$ cat src/rtl/mano_pkg.sv
// Shared encodings for the Mano basic-computer controller.
// Opcodes, FSM state encoding and register-reference bit positions.
package mano_pkg;

    localparam logic [2:0] OP_AND = 3'd0;
    localparam logic [2:0] OP_ADD = 3'd1;
    localparam logic [2:0] OP_LDA = 3'd2;
    localparam logic [2:0] OP_STA = 3'd3;
    localparam logic [2:0] OP_BUN = 3'd4;
    localparam logic [2:0] OP_BSA = 3'd5;
    localparam logic [2:0] OP_ISZ = 3'd6;
    localparam logic [2:0] OP_REG = 3'd7;

    localparam int RR_CLA = 3;
    localparam int RR_CMA = 2;
    localparam int RR_INC = 1;
    localparam int RR_HLT = 0;

    typedef enum logic [3:0] {
        ST_IDLE,
        ST_FETCH0,
        ST_FETCH1,
        ST_DECODE,
        ST_INDIR,
        ST_EXEC0,
        ST_EXEC1,
        ST_EXEC2,
        ST_HALT
    } state_e;

    // Memory-reference opcodes that load DR from memory in EXEC0.
    function automatic logic exec0_reads(input logic [2:0] op);
        return (op == OP_AND) || (op == OP_ADD) || (op == OP_LDA) || (op == OP_ISZ);
    endfunction

endpackage

$ cat src/rtl/mano_alu.sv
// Accumulator ALU: AND, ADD with carry into E, LDA pass-through and the CLA/CMA/INC chain.
// Purely combinational; E is only modified by ADD.
module mano_alu
    import mano_pkg::*;
(
    input  logic [2:0] op,
    input  logic       cla,
    input  logic       cma,
    input  logic       inc,
    input  logic [7:0] ac,
    input  logic [7:0] dr,
    input  logic       e,
    output logic [7:0] ac_res,
    output logic       e_res
);

    logic [7:0] t;

    always_comb begin
        ac_res = ac;
        e_res  = e;
        t      = ac;
        case (op)
            OP_AND: ac_res = ac & dr;
            OP_ADD: {e_res, ac_res} = {1'b0, ac} + {1'b0, dr};
            OP_LDA: ac_res = dr;
            OP_REG: begin
                t      = cla ? 8'h00 : ac;
                t      = cma ? ~t : t;
                ac_res = inc ? t + 8'd1 : t;
            end
            default: ;
        endcase
    end

endmodule

$ cat src/rtl/mano_control.sv
// Multi-cycle Mano basic-computer control unit with 16x8 external memory interface.
// Memory strobes, address and write data are registered so they only change at clock edges.
module mano_control
    import mano_pkg::*;
#(
    parameter logic [3:0] RESET_PC = 4'h0
) (
    input  logic       clk,
    input  logic       rst_n,
    input  logic       start,
    input  logic [7:0] mem_rdata,
    output logic       mem_read,
    output logic       mem_write,
    output logic [3:0] mem_ar,
    output logic [7:0] mem_wdata,
    output logic [3:0] pc_out,
    output logic [7:0] ac_out,
    output logic       e_out,
    output logic [7:0] ir_out,
    output logic       halted
);

    state_e     state_q, state_d;
    logic [3:0] pc_q, ar_q;
    logic [7:0] ir_q, ac_q, dr_q;
    logic       e_q;
    logic       mem_read_q, mem_write_q;
    logic [7:0] mem_wdata_q;
    logic       mem_read_d, mem_write_d;
    logic [7:0] mem_wdata_d;
    logic [2:0] op;
    logic       ind;
    logic [7:0] dr_inc;
    logic [7:0] alu_ac;
    logic       alu_e;

    assign op     = ir_q[6:4];
    assign ind    = ir_q[7];
    assign dr_inc = dr_q + 8'd1;

    mano_alu u_alu (
        .op     (op),
        .cla    (ir_q[RR_CLA]),
        .cma    (ir_q[RR_CMA]),
        .inc    (ir_q[RR_INC]),
        .ac     (ac_q),
        .dr     (dr_q),
        .e      (e_q),
        .ac_res (alu_ac),
        .e_res  (alu_e)
    );

    always_ff @(posedge clk or negedge rst_n) begin
        if (!rst_n) begin
            state_q <= ST_IDLE;
        end else begin
            state_q <= state_d;
        end
    end

    always_comb begin
        state_d = state_q;
        case (state_q)
            ST_IDLE, ST_HALT: if (start) state_d = ST_FETCH0;
            ST_FETCH0: state_d = ST_FETCH1;
            ST_FETCH1: state_d = ST_DECODE;
            ST_DECODE: state_d = (ind && (op != OP_REG)) ? ST_INDIR : ST_EXEC0;
            ST_INDIR:  state_d = ST_EXEC0;
            ST_EXEC0: begin
                case (op)
                    OP_STA, OP_BUN: state_d = ST_FETCH0;
                    OP_REG:         state_d = (!ind && ir_q[RR_HLT]) ? ST_HALT : ST_FETCH0;
                    default:        state_d = ST_EXEC1;
                endcase
            end
            ST_EXEC1: state_d = (op == OP_ISZ) ? ST_EXEC2 : ST_FETCH0;
            ST_EXEC2: state_d = ST_FETCH0;
            default:  state_d = ST_IDLE;
        endcase
    end

    // Strobes are decided one cycle ahead from the next state so they can be registered.
    always_comb begin
        mem_read_d  = 1'b0;
        mem_write_d = 1'b0;
        mem_wdata_d = mem_wdata_q;
        case (state_d)
            ST_FETCH1, ST_INDIR: mem_read_d = 1'b1;
            ST_EXEC0: begin
                mem_read_d = exec0_reads(op);
                if (op == OP_STA) begin
                    mem_write_d = 1'b1;
                    mem_wdata_d = ac_q;
                end else if (op == OP_BSA) begin
                    mem_write_d = 1'b1;
                    mem_wdata_d = {4'h0, pc_q};
                end
            end
            ST_EXEC2: begin
                mem_write_d = 1'b1;
                mem_wdata_d = dr_inc;
            end
            default: ;
        endcase
    end

    always_ff @(posedge clk or negedge rst_n) begin
        if (!rst_n) begin
            mem_read_q  <= 1'b0;
            mem_write_q <= 1'b0;
            mem_wdata_q <= 8'h00;
        end else begin
            mem_read_q  <= mem_read_d;
            mem_write_q <= mem_write_d;
            mem_wdata_q <= mem_wdata_d;
        end
    end

    always_ff @(posedge clk or negedge rst_n) begin
        if (!rst_n) begin
            pc_q <= RESET_PC;
            ar_q <= 4'h0;
            ir_q <= 8'h00;
            ac_q <= 8'h00;
            dr_q <= 8'h00;
            e_q  <= 1'b0;
        end else begin
            case (state_q)
                ST_FETCH0: ar_q <= pc_q;
                ST_FETCH1: begin
                    ir_q <= mem_rdata;
                    pc_q <= pc_q + 4'd1;
                end
                ST_DECODE: ar_q <= ir_q[3:0];
                ST_INDIR:  ar_q <= mem_rdata[3:0];
                ST_EXEC0: begin
                    case (op)
                        OP_AND, OP_ADD, OP_LDA, OP_ISZ: dr_q <= mem_rdata;
                        OP_BUN: pc_q <= ar_q;
                        OP_BSA: ar_q <= ar_q + 4'd1;
                        OP_REG: begin
                            if (!ind) begin
                                ac_q <= alu_ac;
                                e_q  <= alu_e;
                            end
                        end
                        default: ;
                    endcase
                end
                ST_EXEC1: begin
                    case (op)
                        OP_AND, OP_ADD, OP_LDA: begin
                            ac_q <= alu_ac;
                            e_q  <= alu_e;
                        end
                        OP_BSA:  pc_q <= ar_q;
                        OP_ISZ:  dr_q <= dr_inc;
                        default: ;
                    endcase
                end
                ST_EXEC2: if (dr_q == 8'h00) pc_q <= pc_q + 4'd1;
                default: ;
            endcase
        end
    end

    assign mem_read  = mem_read_q;
    assign mem_write = mem_write_q;
    assign mem_wdata = mem_wdata_q;
    assign mem_ar    = ar_q;
    assign pc_out    = pc_q;
    assign ac_out    = ac_q;
    assign e_out     = e_q;
    assign ir_out    = ir_q;
    assign halted    = (state_q == ST_IDLE) || (state_q == ST_HALT);

endmodule
$ cat config.mk
export PLATFORM = sky130hd
export DESIGN_NAME = mano_control
export DESIGN_NICKNAME = d
export VERILOG_FILES = /design/src/rtl/mano_pkg.sv /design/src/rtl/mano_alu.sv /design/src/rtl/mano_control.sv
export SDC_FILE = /design/constraint.sdc
export NUM_CORES = 1
export LEC_CHECK = 0
export BUFFER_PORTS_ARGS = -buffer_cell sky130_fd_sc_hd__buf_4
export CORE_ASPECT_RATIO = 1.75
export CORE_MARGIN = 4
export CORE_UTILIZATION = 60
export CTS_CLUSTER_SIZE = 30
export DETAILED_ROUTE_END_ITERATION = 8
export PLACE_DENSITY = 0.82
export SYNTH_ARGS = -nofsm -noshare
export SYNTH_HDL_FRONTEND = slang
export SYNTH_SLANG_ARGS = --single-unit
$ cat constraint.sdc
create_clock -name clk -period 5.15 [get_ports clk]
set_input_delay 0.7725 -clock clk [delete_from_list [all_inputs] [get_ports clk]]
set_output_delay 0.7725 -clock clk [all_outputs]
set_load 0.01 [all_outputs]
==> impl_metrics.toml <==
[yosys]
synth_edf_count = 0
ys_types = 67
synth.area.top_cells = "dfrtp_1 (31%), o21ai_0 (5.7%), nor2_1 (4.4%)"
yosys.area_share.simple_pct = 23.1
synth.area.mux_share_pct = 5.01
synth_top_area_share_pct = 31.2
ys_async_sr_fraction_pct = 100
synth_nets = 484
synthCells = 459
synth-seq-area-share_pct = 31.2
synthAdderAreaFrac_pct = 4.84
ys_ff_latch = 47
synth_compound_gate_area_share_pct = 25.5
synth_xor_area_share_pct = 4.41
yosys.area.top_type = "dfrtp_1"
ys_warn_count = 0
synth_top_family_by_area = "compound AO/OA/AOI/OAI gates"
syn-mean-instance-area_sq_um = 8.22
synth_area_sq_um = 3770
synth_ff_type = "dfrtp_1"

[floorplan]
dieArea_sq_um = 7670
fp.dieW_um = 67.9
start_util_pct = 61.0
num_rows = 38
io_pins = 47
die_y_um = 113
fp.coreArea_sq_um = 6180

[clock_tree]
ctsHoldBuffers = 0
cts-root-buf = "clkbuf_8"
clk_pin_slew_ns = 0.09
cts_buffer_depth = 2
cts_buffers = 5
htree_levels = 2
cts_resized = 0
clock_latency_ns = 0.31
cts_tree = "built"
cts_sinks = 47
post_cts_buffers = 0

[worst_setup_path]
critical_path_class = "reg2reg"
critPathCaptureType = "register"
reg2reg_slack_ns = 2.20
crit_fanout = 19
required_ns = 5.32
crit_path_start_kind = "register"
cp.arrival_ns = 3.12

[cells_and_area]
utilization_pct = 67.5
fill_cells = 555
n_antenna_cell = 0
layout_common_cells = "dfrtp_1 (47), buf_4 (47), nor2_1 (44), o21ai_0 (43), nand2_1 (38)"
fin_nets = 506
final_layout_size_suffix_gt1_share_pct = 15.6
area_growth_pct = 10.6

[grt]
grt.overflow.total = 0
grt_pass1_wl_um = 18100
antenna_found_initial = 0
first_global_vias = 3629
grt.total_usage_pct = 31.3
grt_max_degree = 48

[sta]
clock-skew-final_ns = 0.00640
fin_setup_tns_ns = 0
hold_viol_final = 0
rsz0062_at_grt = "false"
timing.fmax_mhz = 339
setup_viol = 0
relSlewSlack_pct = 28.0
fin_ws_ns = 2.20
fin_crit_ns = 2.95
drv_slew = 0
worst_pin_slew_ns = 1.07
holdWs_ns = 0.475
period_share_pct = 57.3

[flow_run]
max-cap-violations = 0

[power]
combPwrFrac_pct = 58.8
internal-power_mw = 1.53
leakagePower_nw = 1.80
power_mw = 3.08
clock_power_share_pct = 9.3
switchingPower_mw = 1.54
p_sw_share_pct = 50.2
power_density_nw_per_um2 = 737
ir_worst_vdd_mv = 0.442
seq_power_share_pct = 31.9

[drt]
via_count = 3696
drt-total-wl_um = 11400
drt_pre_antenna_iters = 7
drtIter0Drc = 350
ant_nets = 0
drcViolationCount = 0
viasPerCell = 6.58
wl_per_cell_um = 20.2

[outcome]
status = "completed"

[hold_path]
hp-class = "in2async"

[place]
place_hpwl_um = 8500
place.gp.congestion = 0.962
port_buffers = 46
pre_cts_ws_ns = 2.28
## path summary, 6_finish.rpt
kind	endpoint	start	depth (start not counted)
setup / recovery	ac_out[5]$_DFFE_PN0P_	state_q[0]$_DFF_PN0_	6
hold / removal	e_out$_DFFE_PN0P_	rst_n	1
setup reg to reg	ac_out[5]$_DFFE_PN0P_	state_q[0]$_DFF_PN0_	6
hold reg to reg	mem_wdata[7]$_DFFE_PN0P_	mem_wdata[7]$_DFFE_PN0P_	1
max in group asynchronous	mem_ar[2]$_DFFE_PN0P_	rst_n	1
min in group clk	mem_wdata[7]$_DFFE_PN0P_	mem_wdata[7]$_DFFE_PN0P_	1
## cell families (layout without fill, tap and decap cells)
| kind of cell | after synthesis | in the layout |
|---|---|---|
| xor+xnor | 19 | 19 |
| mux | 17 | 17 |
| buf+inv | 46 | 69 |
| flops | 47 | 47 |
| compound gates | 148 | 148 |
| simple gates | 168 | 168 |
| fa+ha+maj | 14 | 14 |
## flip-flops by register name (all words and copies together) (netlist names), 4 cells and up
name and cells:
state_q 4, pc_out 4, mem_wdata 8, mem_ar 4
ir_out 8, ac_out 8, dr_q 8
## critical path, cell delays in order (launching register included)
cell and delay (ns):
dfrtp_1 0.55, nand4bb_1 0.86, nor3b_1 0.52, a21o_1 0.40
nand3_1 0.25, o22ai_1 0.18, a31oi_1 0.06
## cells in the mapped netlist (7+ instances only)
library cell / instances
dfrtp_1: 47
nor2_1: 44
o21ai_0: 43
nand2_1: 38
a21oi_1: 27
clkbuf_1: 20
nand3_1: 16
inv_1: 14
xnor2_1: 14
a211oi_1: 13
ha_1: 13
nor3_1: 13
nand2b_1: 12
o22ai_1: 12
nor2b_1: 11
mux2i_1: 8
mux2_2: 7
## power groups by stage
stage	registers, mW	clock network [mW]	logic (mW)
finish	0.980	0.287	1.81
global route	1.02	0.309	1.99
CTS	0.968	0.293	1.80
detailed placement	0.978	0	1.78
global placement	0.965	0	1.74
floorplan	0.783	0	1.40
## metal layers
metal  routed length (um)  share of wire (%)  vias up  GRT usage (%)
met5                    0                  0        -              0
met4                  956                8.4        0           22.8
met2                 5850                 51      194           52.8
li1                     -                  -     1714              -
met1                 3860                 34     1722           33.1
met3                  709                6.2       66           5.66
## layout make-up
| class | instances | area [sq um] | area share (%) |
|---|---|---|---|
| Clock buffer | 6 | 82.6 | 1.98 |
| Clock inverter | 2 | 35.0 | 0.840 |
| Inverter | 14 | 52.6 | 1.26 |
| Multi-Input combinational cell | 366 | 2370 | 56.9 |
| Sequential cell | 47 | 1180 | 28.2 |
| Tap cell | 80 | 100 | 2.40 |
| Timing Repair Buffer | 47 | 353 | 8.46 |
## per-stage QoR
stage | std cells | cell area, sq um
after floorplan | 459 | 3770
after global placement | 554 | 4050
after detailed placement | 554 | 4050
after CTS | 562 | 4170
after global routing | 562 | 4170
final | 562 | 4170
Note: power is estimated with default switching activity, not from simulation.
